### src/rtl/mult_hilo_unit_pkg.sv
// Shared constants for the HI/LO multiplier: FSM encoding, default operand width,
// and iteration counter sizing.
// Imported by the interface, the shift-add step and the top-level unit.
package mult_pkg;

    localparam int MULT_WIDTH = 32;

    // FSM encoding, kept as plain 2-bit constants for legacy tool compatibility
    localparam logic [1:0] MS_IDLE = 2'd0;
    localparam logic [1:0] MS_RUN  = 2'd1;
    localparam logic [1:0] MS_DONE = 2'd2;

    // Counter must hold 0..WIDTH-1 with headroom
    function automatic int mult_cnt_width(input int width);
        return $clog2(width) + 1;
    endfunction

    localparam int MULT_CNT_W = mult_cnt_width(MULT_WIDTH);

endpackage

### src/rtl/mult_hilo_unit_if.sv
// Bus between the CPU datapath and the HI/LO multiplier.
// master: CPU side (drives start/operands/mthi/mtlo, reads busy/done/hi/lo).
// slave: multiplier side.
interface mult_hilo_unit_if
    import mult_pkg::*;
#(
    parameter int WIDTH = MULT_WIDTH
);
    logic             start;
    logic             is_signed;
    logic [WIDTH-1:0] a;
    logic [WIDTH-1:0] b;
    logic             wr_hi;
    logic             wr_lo;
    logic [WIDTH-1:0] wr_data;
    logic             busy;
    logic             done;
    logic [WIDTH-1:0] hi;
    logic [WIDTH-1:0] lo;

    modport master (
        output start, is_signed, a, b, wr_hi, wr_lo, wr_data,
        input  busy, done, hi, lo
    );

    modport slave (
        input  start, is_signed, a, b, wr_hi, wr_lo, wr_data,
        output busy, done, hi, lo
    );
endinterface

### src/rtl/mult_hilo_unit_shift_add_step.sv
// One radix-2 shift-add iteration: conditionally add multiplicand into the upper
// half of the accumulator, then shift right by one keeping the adder carry-out.
// Purely combinational; ports: i_acc, i_mcand, i_mlsb in, o_acc out.
module mult_shift_add_step
    import mult_pkg::*;
#(
    parameter int WIDTH = MULT_WIDTH
) (
    input  logic [2*WIDTH-1:0] i_acc,
    input  logic [WIDTH-1:0]   i_mcand,
    input  logic               i_mlsb,
    output logic [2*WIDTH-1:0] o_acc
);
    logic [WIDTH-1:0] w_addend;
    logic [WIDTH:0]   w_sum;
    logic [2*WIDTH:0] w_full;

    assign w_addend = i_mlsb ? i_mcand : '0;
    // Carry-out lands in w_sum[WIDTH] and becomes the new MSB after the shift
    assign w_sum    = {1'b0, i_acc[2*WIDTH-1:WIDTH]} + {1'b0, w_addend};
    assign w_full   = {w_sum, i_acc[WIDTH-1:0]};
    assign o_acc    = (2*WIDTH)'(w_full >> 1);
endmodule

### src/rtl/mult_hilo_unit.sv
// Sequential WIDTHxWIDTH mult/multu with architectural HI/LO registers (mthi/mtlo).
// Ports: clk, reset (sync, active-high), bus (slave modport: start/operands/
// mthi-mtlo writes in, busy/done/hi/lo out). Result WIDTH cycles after start.
module mult_hilo_unit
    import mult_pkg::*;
#(
    parameter int WIDTH = MULT_WIDTH
) (
    input  logic            clk,
    input  logic            reset,
    mult_hilo_unit_if.slave bus
);
    localparam int CW = mult_cnt_width(WIDTH);

    logic [1:0]         r_state;
    logic [2*WIDTH-1:0] r_acc;
    logic [WIDTH-1:0]   r_mcand;
    logic [WIDTH-1:0]   r_mplier;
    logic               r_neg;
    logic [CW-1:0]      r_count;
    logic [WIDTH-1:0]   r_hi;
    logic [WIDTH-1:0]   r_lo;

    logic [2*WIDTH-1:0] w_next_acc;
    logic [2*WIDTH-1:0] w_result;
    logic [WIDTH-1:0]   w_a_mag;
    logic [WIDTH-1:0]   w_b_mag;
    logic               w_idle_like;
    logic               w_last;

    mult_shift_add_step #(.WIDTH(WIDTH)) u_step (
        .i_acc   (r_acc),
        .i_mcand (r_mcand),
        .i_mlsb  (r_mplier[0]),
        .o_acc   (w_next_acc)
    );

    // Magnitudes: the most-negative value negates to itself, which is the
    // correct unsigned magnitude, so no overflow case exists.
    assign w_a_mag     = (bus.is_signed && bus.a[WIDTH-1]) ? -bus.a : bus.a;
    assign w_b_mag     = (bus.is_signed && bus.b[WIDTH-1]) ? -bus.b : bus.b;
    assign w_result    = r_neg ? -w_next_acc : w_next_acc;
    assign w_idle_like = (r_state != MS_RUN);
    assign w_last      = (r_count == CW'(WIDTH - 1));

    always_ff @(posedge clk) begin
        if (reset) begin
            r_state  <= MS_IDLE;
            r_acc    <= '0;
            r_mcand  <= '0;
            r_mplier <= '0;
            r_neg    <= 1'b0;
            r_count  <= '0;
            r_hi     <= '0;
            r_lo     <= '0;
        end else begin
            // mthi/mtlo only outside RUN; a same-edge start still proceeds and
            // its product overwrites these later.
            if (w_idle_like && bus.wr_hi) r_hi <= bus.wr_data;
            if (w_idle_like && bus.wr_lo) r_lo <= bus.wr_data;

            case (r_state)
                MS_IDLE, MS_DONE: begin
                    if (bus.start) begin
                        r_mcand  <= w_a_mag;
                        r_mplier <= w_b_mag;
                        r_neg    <= bus.is_signed & (bus.a[WIDTH-1] ^ bus.b[WIDTH-1]);
                        r_acc    <= '0;
                        r_count  <= '0;
                        r_state  <= MS_RUN;
                    end else begin
                        r_state  <= MS_IDLE;
                    end
                end
                MS_RUN: begin
                    // start is deliberately ignored here
                    r_acc    <= w_next_acc;
                    r_mplier <= r_mplier >> 1;
                    r_count  <= r_count + 1'b1;
                    if (w_last) begin
                        r_hi    <= w_result[2*WIDTH-1:WIDTH];
                        r_lo    <= w_result[WIDTH-1:0];
                        r_state <= MS_DONE;
                    end
                end
                default: r_state <= MS_IDLE;
            endcase
        end
    end

    assign bus.busy = (r_state == MS_RUN);
    assign bus.done = (r_state == MS_DONE);
    assign bus.hi   = r_hi;
    assign bus.lo   = r_lo;
endmodule

### src/flat_wrapper.sv
// flat-port wrapper written by rule: the top's interface ports become plain ports
module mult_hilo_unit_flat import mult_pkg::*;
#(
    parameter int WIDTH = MULT_WIDTH
)
  (clk, reset, bus_start, bus_is_signed, bus_a, bus_b, bus_wr_hi, bus_wr_lo, bus_wr_data, bus_busy, bus_done, bus_hi, bus_lo);
  mult_hilo_unit_if #(.WIDTH(WIDTH)) bus_i ();
  input  logic clk;
  input  logic reset;
  input wire logic [$bits(bus_i.start)-1:0] bus_start;
  input wire logic [$bits(bus_i.is_signed)-1:0] bus_is_signed;
  input wire logic [$bits(bus_i.a)-1:0] bus_a;
  input wire logic [$bits(bus_i.b)-1:0] bus_b;
  input wire logic [$bits(bus_i.wr_hi)-1:0] bus_wr_hi;
  input wire logic [$bits(bus_i.wr_lo)-1:0] bus_wr_lo;
  input wire logic [$bits(bus_i.wr_data)-1:0] bus_wr_data;
  output wire logic [$bits(bus_i.busy)-1:0] bus_busy;
  output wire logic [$bits(bus_i.done)-1:0] bus_done;
  output wire logic [$bits(bus_i.hi)-1:0] bus_hi;
  output wire logic [$bits(bus_i.lo)-1:0] bus_lo;
  assign bus_i.start = bus_start;
  assign bus_i.is_signed = bus_is_signed;
  assign bus_i.a = bus_a;
  assign bus_i.b = bus_b;
  assign bus_i.wr_hi = bus_wr_hi;
  assign bus_i.wr_lo = bus_wr_lo;
  assign bus_i.wr_data = bus_wr_data;
  assign bus_busy = bus_i.busy;
  assign bus_done = bus_i.done;
  assign bus_hi = bus_i.hi;
  assign bus_lo = bus_i.lo;
  mult_hilo_unit #(.WIDTH(WIDTH)) u_core (.clk(clk), .reset(reset), .bus(bus_i));
endmodule
### config.mk
export PLATFORM = sky130hd
export DESIGN_NAME = mult_hilo_unit_flat
export DESIGN_NICKNAME = d
export VERILOG_FILES = /design/src/rtl/mult_hilo_unit_pkg.sv /design/src/rtl/mult_hilo_unit_if.sv /design/src/rtl/mult_hilo_unit_shift_add_step.sv /design/src/rtl/mult_hilo_unit.sv /design/src/flat_wrapper.sv
export SDC_FILE = /design/constraint.sdc
export NUM_CORES = 1
export LEC_CHECK = 0
export BUFFER_PORTS_ARGS = -buffer_cell sky130_fd_sc_hd__buf_2
export CELL_PAD_IN_SITES_DETAIL_PLACEMENT = 0
export CELL_PAD_IN_SITES_GLOBAL_PLACEMENT = 1
export CORE_ASPECT_RATIO = 0.7
export CORE_MARGIN = 10
export CORE_UTILIZATION = 43
export CTS_CLUSTER_DIAMETER = 30
export DETAILED_ROUTE_END_ITERATION = 7
export PLACE_DENSITY = 0.88
export SLEW_MARGIN = 20
export SYNTH_ARGS = -nofsm -noshare
export SYNTH_HDL_FRONTEND = slang
export SYNTH_SLANG_ARGS = --single-unit
### constraint.sdc
create_clock -name clk -period 4.5 [get_ports clk]
set_input_delay 0 -clock clk [delete_from_list [all_inputs] [get_ports clk]]
set_output_delay 0 -clock clk [all_outputs]
set_load 0.05 [all_outputs]
==> run metrics, run 1 <==
synthesized cell area=0.0124 mm^2; share of power burned in combinational logic=20.0%; routed length per instance=19.1 um; maximum number of pins on one net before global-route repair=97; largest driver fanout on the critical path=12; count of distinct cell types in the synthesized netlist=71; Total Wirelength=41900 um; number of clock sinks=200; clock-pin transition on the worst setup and hold timing paths=70 ps; area growth from synthesis to layout=22.1%; number of setup violations in the final report=0; worst slew margin relative to its limit=27.0%; Port Buffers=167; yosys warns=0; footprint of the flip-flops and latches=0.00401 mm^2; standby leakage power=6.12 nW; Final Hold Fails=0; Post-Syn Instances=1606; r2r startpoint=u_core.r_mplier[0]; net switching power=1.35 mW; internal portion of total power=2.93 mW; number of cell rows=51; GRT Residual Overflow=0; Die Outline Area=0.0361 mm^2; global-route wire length before repair=66800 um; Die W=223 um; fraction of final layout cells with drive strength greater than 1=14.2%; type of the worst setup path=flop to flop; number of antenna violations at the first check in global routing=2; number of DRC violations after detailed routing=0; number of nets in the final layout=1952; via count of the routed design=12.9k; number of storage elements in the synthesis netlist=200; signal arrival time at the worst endpoint=4700 ps; dominant register cell in the synthesized netlist=sky130_fd_sc_hd__dfxtp_1; share of power burned in the clock network=34.8%; number of max-slew violations in the final report=0; sequential share of the synthesized area=32.3%; switching power as a share of total power=31.5%; CTS Root Cell=sky130_fd_sc_hd__clkbuf_16; proportion of synthesized flip-flops having asynchronous set or reset=0%; minimum setup slack in the final design=151 ps; CTS Buf Count=17; end of the worst register-to-register path=u_core.bus.hi[27]; count of cells along the worst hold path=4; max-cap check violation count=0; worst setup timing slack at the placement stage=148 ps; Post-synth EDFFs=0; latest clock arrival within the worst-skew pair=440 ps; antenna-violating nets left=0; Hold Path Class=input port to flop; number of top-level pins=168; number of buffers between clock root and the deepest sink=2; startpoint of the lowest-slack hold path=bus_a[3]; clock tree from TritonCTS=built; count of cells along the worst register-to-register path=14; CP Data Required Time=4850 ps; result of the run=finished, final reports clean; HPWL after detailed placement=30300 um; Pre-Repair DR Iteration Count=5; footprint of the multi-input gates=0.00791 mm^2; largest vdd supply drop=0.000173 V; initial core utilization=44.1%; critical path launch point type=flop; shortest clock period the worst path allows after layout=4350 ps; number of DRC markers in iteration 0=1355; sequential power share=45.2%; Power Dens Cells=283 mW/mm^2; synthesized netlist net count=1745; number of global-route vias before repair=12.2k; CTS H-tree lvls=4; fin util=53.9%; worst setup slack for register-to-register paths=150 ps; maximum clock rate=0.230 GHz; core region area=0.0281 mm^2; worst-case clock skew=11.2 ps; Via-to-Cell Ratio=5.87; transition at the pin with the smallest max-transition slack=1100 ps; die outline height=162 um; final cycle utilization of the critical path=96.6%; Synth Area per Inst=7.72 um^2; hold worst-path end=u_core.r_mcand[5]; endpoint class of the critical path=flop; weighted congestion at the end of routability-driven global placement=0.990; number of fillers in the final layout=2689; global-route total usage across every layer=22.3%
## logic make-up (layout without fill, tap and decap cells)
family | after synthesis | count (layout) | synth area share, %
simple gates | 621 | 621 | 23.5
fa+ha+maj | 37 | 37 | 3.80
other cells | 0 | 1 | 0
compound gates | 478 | 478 | 26.7
mux | 5 | 5 | 0.404
xor+xnor | 126 | 126 | 8.90
flops | 200 | 200 | 32.3
buf+inv | 139 | 358 | 4.33
## metal layers
metal,global-route usage (%),wire length [um],vias up
li1,-,-,6297
met1,31.3,20000,6106
met2,33.4,17800,448
met3,4.61,3090,56
met4,7.14,996,0
met5,0,0,-
## cells in the mapped netlist (3+ instances only)
library cell                 n  area (um^2)
sky130_fd_sc_hd__a311oi_1   58          508
sky130_fd_sc_hd__o21ai_0    67          335
sky130_fd_sc_hd__or3_1      22          138
sky130_fd_sc_hd__nor2b_1     6         37.5
sky130_fd_sc_hd__o211ai_1    9         67.6
sky130_fd_sc_hd__nand2_1   159          597
sky130_fd_sc_hd__xnor2_1    80          701
sky130_fd_sc_hd__o41ai_1    12          105
sky130_fd_sc_hd__a22oi_1    90          676
sky130_fd_sc_hd__o21ai_1     5         25.0
sky130_fd_sc_hd__nor2_1    207          777
sky130_fd_sc_hd__nand4_1    16          100
sky130_fd_sc_hd__nand3_1    68          340
sky130_fd_sc_hd__and3_1     18          113
sky130_fd_sc_hd__xor2_1     46          403
sky130_fd_sc_hd__or4_1      11         82.6
sky130_fd_sc_hd__o21a_1      6         45.0
sky130_fd_sc_hd__a211o_1     3         26.3
sky130_fd_sc_hd__a21oi_1   102          510
sky130_fd_sc_hd__dfxtp_1   200         4000
sky130_fd_sc_hd__inv_1      22         82.6
sky130_fd_sc_hd__buf_1      13         48.8
sky130_fd_sc_hd__a31oi_1     6         37.5
sky130_fd_sc_hd__nor4_1     11         68.8
sky130_fd_sc_hd__buf_2       6         30.0
sky130_fd_sc_hd__a211oi_1   57          428
sky130_fd_sc_hd__a21o_1     14          105
sky130_fd_sc_hd__nor3_1     27          135
sky130_fd_sc_hd__ha_1       36          450
sky130_fd_sc_hd__nand3b_1    5         37.5
sky130_fd_sc_hd__clkbuf_1   96          360
sky130_fd_sc_hd__and2_1     45          282
sky130_fd_sc_hd__mux2i_1     5         50.1
sky130_fd_sc_hd__nand2b_1    9         56.3
sky130_fd_sc_hd__o31ai_1    20          150
## worst max-delay path by stage
| stage | to | cells past startpoint | from | slack, ps |
|---|---|---|---|---|
| 3_5_place_dp | u_core.bus.hi[27] | 13 | u_core.r_mplier[0] | 150 |
| 2_1_floorplan | u_core.bus.hi[29] | 13 | u_core.r_mplier[0] | 810 |
| 3_3_place_gp | u_core.bus.hi[27] | 13 | u_core.r_mplier[0] | 250 |
| 6_report | u_core.bus.hi[27] | 14 | u_core.r_mplier[0] | 150 |
| 4_1_cts | u_core.bus.hi[27] | 13 | u_core.r_mplier[0] | 120 |
| 5_1_grt | u_core.bus.hi[27] | 14 | u_core.r_mplier[0] | -0.04 |
## registers in the layout (all words and copies together) (netlist names)
name / flops
u_core.bus.hi: 32
u_core.bus.lo: 32
u_core.r_acc: 63
u_core.r_count: 6
u_core.r_mcand: 32
u_core.r_mplier: 32
u_core.r_neg: 1
u_core.r_state: 2
## cell type report
| type | count | area share, % |
|---|---|---|
| inverter | 23 | 0.570 |
| sequential | 200 | 26.5 |
| antenna | 1 | 0.0165 |
| multi-input combinational | 1267 | 52.3 |
| tap | 371 | 3.07 |
| timing repair buffer | 304 | 14.0 |
| clock inverter | 8 | 0.430 |
| clock buffer | 23 | 3.22 |
## power by group through the flow
stage | clock network, mW | logic (mW) | registers [mW]
4_1_cts | 1.51 | 0.845 | 1.93
5_1_grt | 1.58 | 0.930 | 1.94
2_1_floorplan | 0 | 0.424 | 2.05
3_5_place_dp | 0 | 0.778 | 1.97
6_report | 1.49 | 0.857 | 1.93
3_3_place_gp | 0 | 0.768 | 1.97
## critical path, stage by stage (launching register included)
cell and delay, ps:
sky130_fd_sc_hd__dfxtp_1 430, sky130_fd_sc_hd__and2_1 220, sky130_fd_sc_hd__ha_1 220, sky130_fd_sc_hd__fa_1 450, sky130_fd_sc_hd__a211o_1 350, sky130_fd_sc_hd__a21oi_2 250, sky130_fd_sc_hd__o31ai_1 130, sky130_fd_sc_hd__or3_1 350
sky130_fd_sc_hd__a222oi_1 310, sky130_fd_sc_hd__buf_4 180, sky130_fd_sc_hd__nand4_1 210, sky130_fd_sc_hd__or3_1 470, sky130_fd_sc_hd__o41ai_1 340, sky130_fd_sc_hd__xor2_1 110, sky130_fd_sc_hd__a211oi_1 230
## placed cells by master, fill, tap and decap left out, drive strengths merged, types with 16 or more instances in the layout
cell type	synthesis	layout
clkbuf	96	23
buf	20	206
or3	23	23
a311oi	59	59
nor2	207	207
nand4	16	16
inv	23	25
xnor2	80	80
nor3	27	27
dlygate4sd3	0	98
and2	46	46
o21ai	72	72
nand2	159	159
xor2	46	46
o31ai	20	20
a211oi	57	57
a22oi	90	90
nand3	68	68
ha	36	36
dfxtp	200	200
and3	18	18
a21oi	103	103
## metrics by stage
stage	power (mW)	setup TNS, ps	area [um^2]	hold slack [ps]	instances
after floorplan	2.48	0	12400	136	1606
after global placement	2.74	0	13600	300	2065
after detailed placement	2.75	0	13600	305	2065
after CTS	4.29	0	15100	3.90	2194
after global routing	4.45	-0.0364	15100	62.8	2196
final	4.28	0	15100	37.4	2197
## what timing repair did
item / 4_1_cts / 5_1_grt
buffers inserted: 0 / 2
setup endpoints to repair: 0 / 12
gates resized for setup: 0 / 5
hold buffers: 98 / 0
endpoints found under the hold margin: 135 / 0
Power figures use the tool's default switching activity.
==> inputs of run 2 (changes only) <==
- ABC_AREA: unset -> 1
- CORE_UTILIZATION: 43 -> 41
==> run 2 against run 1 <==
Compared with the run above: register-to-register slack improved by 910 ps; sequential share of layout area down 2.9 points; critical endpoint is now u_core.bus.hi[22]; highest routed layer unchanged; via count rose by 23%.
==> run metrics, run 2 <==
critical path launch point type=flop; Post-Syn Instances=2423 (+51%); Crit. Startpoint=u_core.r_mplier[0]; worst-case clock skew=10.7 ps (-0.496 ps); number of fillers in the final layout=3620 (+35%); setup repair after global routing missed its margin=false; most common cell after layout, fill and taps aside=sky130_fd_sc_hd__nand2_1; number of top-level pins=168 (unchanged); routed length per instance=16.4 um (-14%); synthesized netlist net count=2562 (+47%); number of cell rows=57 (+12%); number of antenna violations at the first check in global routing=0 (-2); leading cell types by count after synthesis=sky130_fd_sc_hd__nand2_1 (863), sky130_fd_sc_hd__inv_1 (306), sky130_fd_sc_hd__dfxtp_1 (200), sky130_fd_sc_hd__a21oi_1 (198), sky130_fd_sc_hd__nor2_1 (185); latest clock arrival within the worst-skew pair=460 ps (+20 ps); yosys warns=0 (unchanged); Post-synth EDFFs=0 (unchanged); cell area after placement=0.0154 mm^2 (+14%); post-synthesis share of cell area spent on xor and xnor gates=4.11% (-4.8 points); global-route wire length before repair=80700 um (+21%); number of clock sinks=200 (unchanged); number of nets in the final layout=2754 (+41%); Port Buffers=167 (unchanged); signal arrival time at the worst endpoint=3830 ps (-870 ps); weighted congestion at the end of routability-driven global placement=0.995 (+0.53%); proportion of synthesized flip-flops having asynchronous set or reset=0% (unchanged); HPWL after detailed placement=38700 um (+28%); Die W=243 um (+9.0%); number of max-slew violations in the final report=0 (unchanged); dominant register cell in the synthesized netlist=sky130_fd_sc_hd__dfxtp_1; number of DRC violations after detailed routing=0 (unchanged); commonest cells after routing, fill and taps aside=sky130_fd_sc_hd__nand2_1 (862), sky130_fd_sc_hd__inv_1 (304), sky130_fd_sc_hd__dfxtp_1 (199); shortest clock period the worst path allows after layout=3440 ps (-906 ps); Via-to-Cell Ratio=5.13 (-13%); Pre-Repair DR Iteration Count=8 (+3); number of buffers between clock root and the deepest sink=2 (unchanged); count of cells along the worst hold path=5 (+1); Die Outline Area=0.0428 mm^2 (+18%); type of the worst setup path=flop to flop; buffer count from post-CTS setup fixing=0 (unchanged); hold_ws=2.01 ps (-35.4 ps); Synth Area per Inst=5.89 um^2 (-24%); top cells by area, synth=sky130_fd_sc_hd__dfxtp_1 (28%), sky130_fd_sc_hd__nand2_1 (23%), sky130_fd_sc_hd__inv_1 (8.0%), sky130_fd_sc_hd__a21oi_1 (6.9%), sky130_fd_sc_hd__nor2_1 (4.9%); number of storage elements in the synthesis netlist=200 (unchanged); GRT Residual Overflow=0 (unchanged); area leader, netlist=sky130_fd_sc_hd__dfxtp_1; clock-pin transition on the worst setup and hold timing paths=70 ps (about the same); worst slew margin relative to its limit=32.8% (+5.8 points); Power Dens Cells=275 mW/mm^2 (-2.7%); clock tree from TritonCTS=built; synthesized cell area=0.0143 mm^2 (+15%); Resized Gates After CTS=0 (unchanged); fraction of final layout cells with drive strength greater than 1=11.3% (-2.9 points); most repeated cell in the gate-level netlist after synthesis=sky130_fd_sc_hd__nand2_1; Total Wirelength=50800 um (+21%); global-route total usage across every layer=23.2% (+0.93 points); transition at the pin with the smallest max-transition slack=1000 ps (-90.7 ps); Final Hold Fails=0 (unchanged); via count of the routed design=15.9k (+23%); CTS Buf Count=17 (unchanged); antenna-violating nets left=0 (unchanged); simple-gate portion of the synthesized area=37.3% (+14 points); post-synthesis adder-cell area fraction=3.30% (-0.50 points); combinational family with the most area after synthesis=simple AND/OR/NAND/NOR gates; largest vdd supply drop=0.000249 V (+44%); die outline height=176 um (+8.7%); CTS H-tree lvls=4 (unchanged); end of the worst register-to-register path=u_core.bus.hi[22]; maximum number of pins on one net before global-route repair=72 (-26%); max-cap check violation count=0 (unchanged); largest driver fanout on the critical path=32 (+20); worst setup slack for register-to-register paths=1060 ps (+910 ps); r2r startpoint=u_core.r_mplier[0]; Final Cell Area=0.0170 mm^2 (+12%); final cycle utilization of the critical path=76.5% (-20 points); count of cells along the worst register-to-register path=20 (+6); number of flip-flops in the largest register=63 (unchanged); number of DRC markers in iteration 0=1669 (+23%); fraction of post-synthesis cell area in the top cell type by area=28.1% (-4.2 points); result of the run=finished, final reports clean; CP Data Required Time=4890 ps (+40 ps); standby leakage power=8.53 nW (+39%); register with the most flip-flops=u_core.r_acc; core region area=0.0345 mm^2 (+23%); capturing element of the worst setup path=u_core.bus.hi[22]; compound-gate portion of the synthesized area=15.8% (-11 points); Hold Path Class=input port to flop; number of setup violations in the final report=0 (unchanged); endpoint class of the critical path=flop; setup tns final=0 ps (unchanged); sequential share of the synthesized area=28.1% (-4.2 points); count of distinct cell types in the synthesized netlist=50 (-30%); area growth from synthesis to layout=19.2%; number of global-route vias before repair=14.4k (+18%); CTS Root Cell=sky130_fd_sc_hd__clkbuf_16; mux share of post-synthesis cell area=0.237% (-0.17 points); maximum clock rate=0.290 GHz (+26%); initial core utilization=41.3% (-2.8 points)
## run 2: area by class of cell
class / count / area, um^2 / area share [%]
multi-input cells: 1804 / 8700 / 51.1
flip-flops and latches: 200 / 4010 / 23.5
repair buffers: 273 / 1860 / 11.0
inverters: 319 / 1200 / 7.04
well taps: 472 / 591 / 3.47
clock buffers: 19 / 433 / 2.55
clock inverters: 11 / 219 / 1.29
diodes: 1 / 2.50 / 0.0147
## run 2: power breakdown
part           switching, mW  leakage [nW]  internal, mW
clock                  0.721         0.314          1.04
sequential            0.0597          1.64          1.86
combinational          0.677          6.58         0.321
total                   1.46          8.53          3.22
## run 2: worst max-delay path: stages (launching register included)
cell and delay (ps):
sky130_fd_sc_hd__dfxtp_1 330, sky130_fd_sc_hd__buf_4 300, sky130_fd_sc_hd__nand2_1 90, sky130_fd_sc_hd__inv_1 80, sky130_fd_sc_hd__ha_1 340, sky130_fd_sc_hd__nand2_2 180
sky130_fd_sc_hd__inv_1 50, sky130_fd_sc_hd__nand2_1 60, sky130_fd_sc_hd__nand2_1 160, sky130_fd_sc_hd__a21oi_2 190, sky130_fd_sc_hd__nand2_1 190, sky130_fd_sc_hd__nand2_1 100
sky130_fd_sc_hd__nand2_1 160, sky130_fd_sc_hd__nor2_1 140, sky130_fd_sc_hd__nand2_1 70, sky130_fd_sc_hd__nor2_1 230, sky130_fd_sc_hd__nand3_1 160, sky130_fd_sc_hd__nand2_1 160
sky130_fd_sc_hd__xor2_1 160, sky130_fd_sc_hd__nand2_1 70, sky130_fd_sc_hd__a21oi_1 130
## run 2: routing by layer
layer  routed length, um  GRT usage [%]  vias to the layer above
met2               20100           32.8                      593
met5                   0              0                        -
met4                 599           4.52                        0
met1               25600           34.5                     7226
li1                    -              -                     8049
met3                4520           6.07                       44
## run 2: kinds of logic after synthesis
group / after synthesis
and+or+nand+nor: 1282
buffers and inverters: 419
DFF: 200
adders and majority gates: 37
xor gates and xnor gates: 67
AOI/OAI and AO/OA: 415
muxes: 3
## run 2: worst min path at each step
stage,slack [ps],to,from
detailed placement,320,u_core.r_mplier[24],bus_b[24]
floorplan,170,u_core.r_mplier[0],bus_b[0]
CTS,1,u_core.bus.lo[29],bus_wr_data[29]
finish,2,u_core.bus.lo[29],bus_wr_data[29]
global placement,320,u_core.r_mplier[24],bus_b[24]
global route,10,u_core.bus.lo[29],bus_wr_data[29]
## run 2: stage by stage
stage / worst slack (ps) / power, mW / utilization [%] / std cells
2_1_floorplan: 1780 / 2.59 / - / 2423
3_3_place_gp: 1150 / 2.87 / 44.7 / 2976
3_5_place_dp: 1210 / 2.88 / 44.7 / 2976
4_1_cts: 1170 / 4.70 / 49.3 / 3098
5_1_grt: 584 / 4.89 / 49.3 / 3098
6_report: 1060 / 4.68 / 49.3 / 3099
## run 2: what timing repair did
item / in CTS / in global routing
hold buffers: 92 / 0
hold endpoints to repair: 108 / 0
endpoints found under the setup margin: 0 / 0
==> inputs of run 3 (changes only) <==
- CORE_UTILIZATION: 41 -> 37
- PLACE_DENSITY: 0.88 -> 0.84
- clock period: 4.5 -> 3.1 ns (I/O delays scaled with it)
==> run 3 against run 2 <==
Compared with the run above: first-iteration DRC count down 14%; sequential power increased by 46%; clock skew rose by 3.0 ps; combinational power up 59%; largest cell class unchanged; core utilization decreased by 1.2 points; clock power is 30% higher; global-route usage is 1.3 points lower; setup slack lost 930 ps; flip-flop and latch count did not move; clock-buffer cell count rose by 1; critical path type unchanged.
==> run metrics, run 3 (synthesized netlist as in run 2, its figures left out) <==
result of the run=finished, final reports clean; diode count=0 (-1); worst setup slack for register-to-register paths=130 ps (-930 ps); capturing element of the worst setup path=u_core.bus.hi[31]; global-route wire length before repair=82700 um (+2.5%); largest vdd supply drop=0.000396 V (+59%); signal arrival time at the worst endpoint=3280 ps (-550 ps); final cycle utilization of the critical path=95.8% (+19 points); number of fillers in the final layout=3990 (+10%); number of antenna violations at the first check in global routing=0 (unchanged); max-cap check violation count=0 (unchanged); weighted congestion at the end of routability-driven global placement=0.971 (-2.4%); fraction of final layout cells with drive strength greater than 1=18.7% (+7.4 points); global-route met2 utilization=32.7% (-0.099 points); number of max-slew violations in the final report=0 (unchanged); end of the worst register-to-register path=u_core.bus.hi[31]; die outline height=184 um (+4.7%); number of setup violations in the final report=0 (unchanged); maximum number of pins on one net before global-route repair=163 (+130%); most common cell after layout, fill and taps aside=sky130_fd_sc_hd__nand2_1; number of DRC markers in iteration 0=1441 (-14%); met3 track demand over resource=2.81% (-3.3 points); net switching power=2.23 mW (+53%); r2r startpoint=u_core.r_mplier[0]; number of nets in the final layout=2821 (+2.4%); fin util=48.1% (-1.2 points); shortest clock period the worst path allows after layout=2970 ps (-474 ps); Power Dens Cells=363 mW/mm^2 (+32%); largest driver fanout on the critical path=6 (-81%); number of top-level pins=168 (unchanged); Die W=255 um (+4.8%); setup repair after global routing missed its margin=true; CTS Root Cell=sky130_fd_sc_hd__clkbuf_16; Via-to-Cell Ratio=5.07 (-1.3%); sequential power share=41.9% (+0.9 points); clock tree from TritonCTS=built; Port Buffers=167 (unchanged); internal portion of total power=4.44 mW (+38%); switching power as a share of total power=33.4% (+2.3 points); Pre-Repair DR Iteration Count=5 (-3); GR peak layer=met1; Total Wirelength=53100 um (+4.6%); endpoint class of the critical path=flop; Final Hold Fails=0 (unchanged); GRT Residual Overflow=0 (unchanged); number of buffers between clock root and the deepest sink=2 (unchanged); clock-pin transition on the worst setup and hold timing paths=80 ps (about the same); number of clock sinks=200 (unchanged); cell area after placement=0.0158 mm^2 (+2.7%); critical path launch point type=flop; CP Data Required Time=3420 ps (-1470 ps); Final Cell Area=0.0184 mm^2 (+8.2%); maximum clock rate=0.337 GHz (+16%); transition at the pin with the smallest max-transition slack=1150 ps (+142 ps); worst-case clock skew=13.7 ps (+3.04 ps); standby leakage power=8.94 nW (+4.7%); number of global-route vias before repair=15.0k (+4.0%); worst slew margin relative to its limit=23.6% (-9.2 points); routed length per instance=16.7 um (+1.6%); number of DRC violations after detailed routing=0 (unchanged); CTS H-tree lvls=4 (unchanged); share of power burned in combinational logic=23.7% (+2.4 points); Die Outline Area=0.0470 mm^2 (+9.7%); core region area=0.0383 mm^2 (+11%); commonest cells after routing, fill and taps aside=sky130_fd_sc_hd__nand2_1 (806), sky130_fd_sc_hd__inv_1 (298), sky130_fd_sc_hd__dfxtp_1 (198); antenna-violating nets left=0 (unchanged); met1 GRT Util=33.2% (-1.3 points); latest clock arrival within the worst-skew pair=470 ps (about the same); register with the most flip-flops=u_core.r_acc; CTS Buf Count=17 (unchanged); count of cells along the worst register-to-register path=21 (+5.0%); area growth from synthesis to layout=28.9%; HPWL after detailed placement=40100 um (+3.6%); share of power burned in the clock network=34.4% (-3.2 points); number of flip-flops in the largest register=63 (unchanged); initial core utilization=37.3% (-4.1 points); number of cell rows=60 (+5.3%); via count of the routed design=16.2k (+1.6%); global-route total usage across every layer=22.0% (-1.3 points); type of the worst setup path=flop to flop; Crit. Startpoint=u_core.r_mplier[0]; Hold Path Class=input port to flop
[run 3: cell types whose count changed in the layout (fill, tap and decap cells not counted), sizes merged]
cell	before	now
clkinv	4	6
clkbuf	19	21
clkinvlp	1	2
inv	319	321
bufinv	6	1
diode	1	0
dlygate4sd3	92	97
buf	181	242
[run 3: power by group through the flow]
stage	logic (mW)	clock network, mW	registers [mW]
2_1_floorplan	0.766	0	2.99
3_3_place_gp	1.38	0	2.85
3_5_place_dp	1.38	0	2.85
4_1_cts	1.49	2.33	2.79
5_1_grt	1.74	2.42	2.81
6_report	1.59	2.29	2.80
[run 3: per-layer routing]
| layer | part of all wire [%] | up-vias |
|---|---|---|
| met5 | 0 | - |
| met4 | 0.76 | 0 |
| met3 | 6.4 | 28 |
| met1 | 51 | 7468 |
| met2 | 42 | 481 |
| li1 | - | 8186 |
[run 3: stage by stage]
step	total power, mW	instances	setup TNS [ps]	setup WS (ps)	hold slack [ps]
after global routing	6.97	3190	-133	-29.7	46.2
after floorplan	3.76	2423	0	384	170
final	6.68	3190	0	131	10.0
after CTS	6.61	3174	0	15.3	8.67
after detailed placement	4.23	3046	-503	-80.5	316
after global placement	4.22	3046	-464	-80.6	319
[run 3: cell type report]
| class | count | area [um^2] | share of cell area [%] |
|---|---|---|---|
| multi-input combinational | 1804 | 9540 | 51.9 |
| sequential | 200 | 4010 | 21.8 |
| timing repair buffer | 340 | 2450 | 13.3 |
| inverter | 319 | 1200 | 6.51 |
| tap | 496 | 621 | 3.37 |
| clock buffer | 20 | 467 | 2.54 |
| clock inverter | 11 | 115 | 0.626 |
[run 3: what timing repair did]
action,4_1_cts,5_1_grt
hold endpoints to repair,116,0
setup buffers,0,15
resized for setup,21,179
hold buffers,97,0
pin swaps,1,36
setup endpoints to repair,13,20
cloned,0,1
[run 3: worst min-delay path by stage]
stage	from	slack [ps]	to	cells after the start
floorplan	bus_b[0]	170	u_core.r_mplier[0]	2
global placement	bus_b[24]	320	u_core.r_mplier[24]	3
detailed placement	bus_b[24]	320	u_core.r_mplier[24]	3
CTS	bus_wr_data[19]	9	u_core.bus.hi[19]	5
global route	bus_b[20]	50	u_core.r_mplier[22]	5
finish	bus_wr_data[19]	10	u_core.bus.hi[19]	5
[run 3: critical path, cell delays in order, from the launching register on]
cell	delay, ps
sky130_fd_sc_hd__dfxtp_4	380
sky130_fd_sc_hd__buf_4	140
sky130_fd_sc_hd__nand2_1	60
sky130_fd_sc_hd__inv_1	60
sky130_fd_sc_hd__ha_4	270
sky130_fd_sc_hd__buf_6	150
sky130_fd_sc_hd__a21oi_4	170
sky130_fd_sc_hd__nand2_2	120
sky130_fd_sc_hd__nand2_2	110
sky130_fd_sc_hd__nand3_2	140
sky130_fd_sc_hd__nand2_1	120
sky130_fd_sc_hd__nand2_2	120
sky130_fd_sc_hd__nor2_2	130
sky130_fd_sc_hd__nand3_2	140
sky130_fd_sc_hd__nor2_4	180
sky130_fd_sc_hd__nand3_1	120
sky130_fd_sc_hd__nand2_1	110
sky130_fd_sc_hd__nand2_1	70
sky130_fd_sc_hd__nand2_1	60
sky130_fd_sc_hd__nand2_1	50
sky130_fd_sc_hd__nand2_1	70
sky130_fd_sc_hd__a21oi_2	60
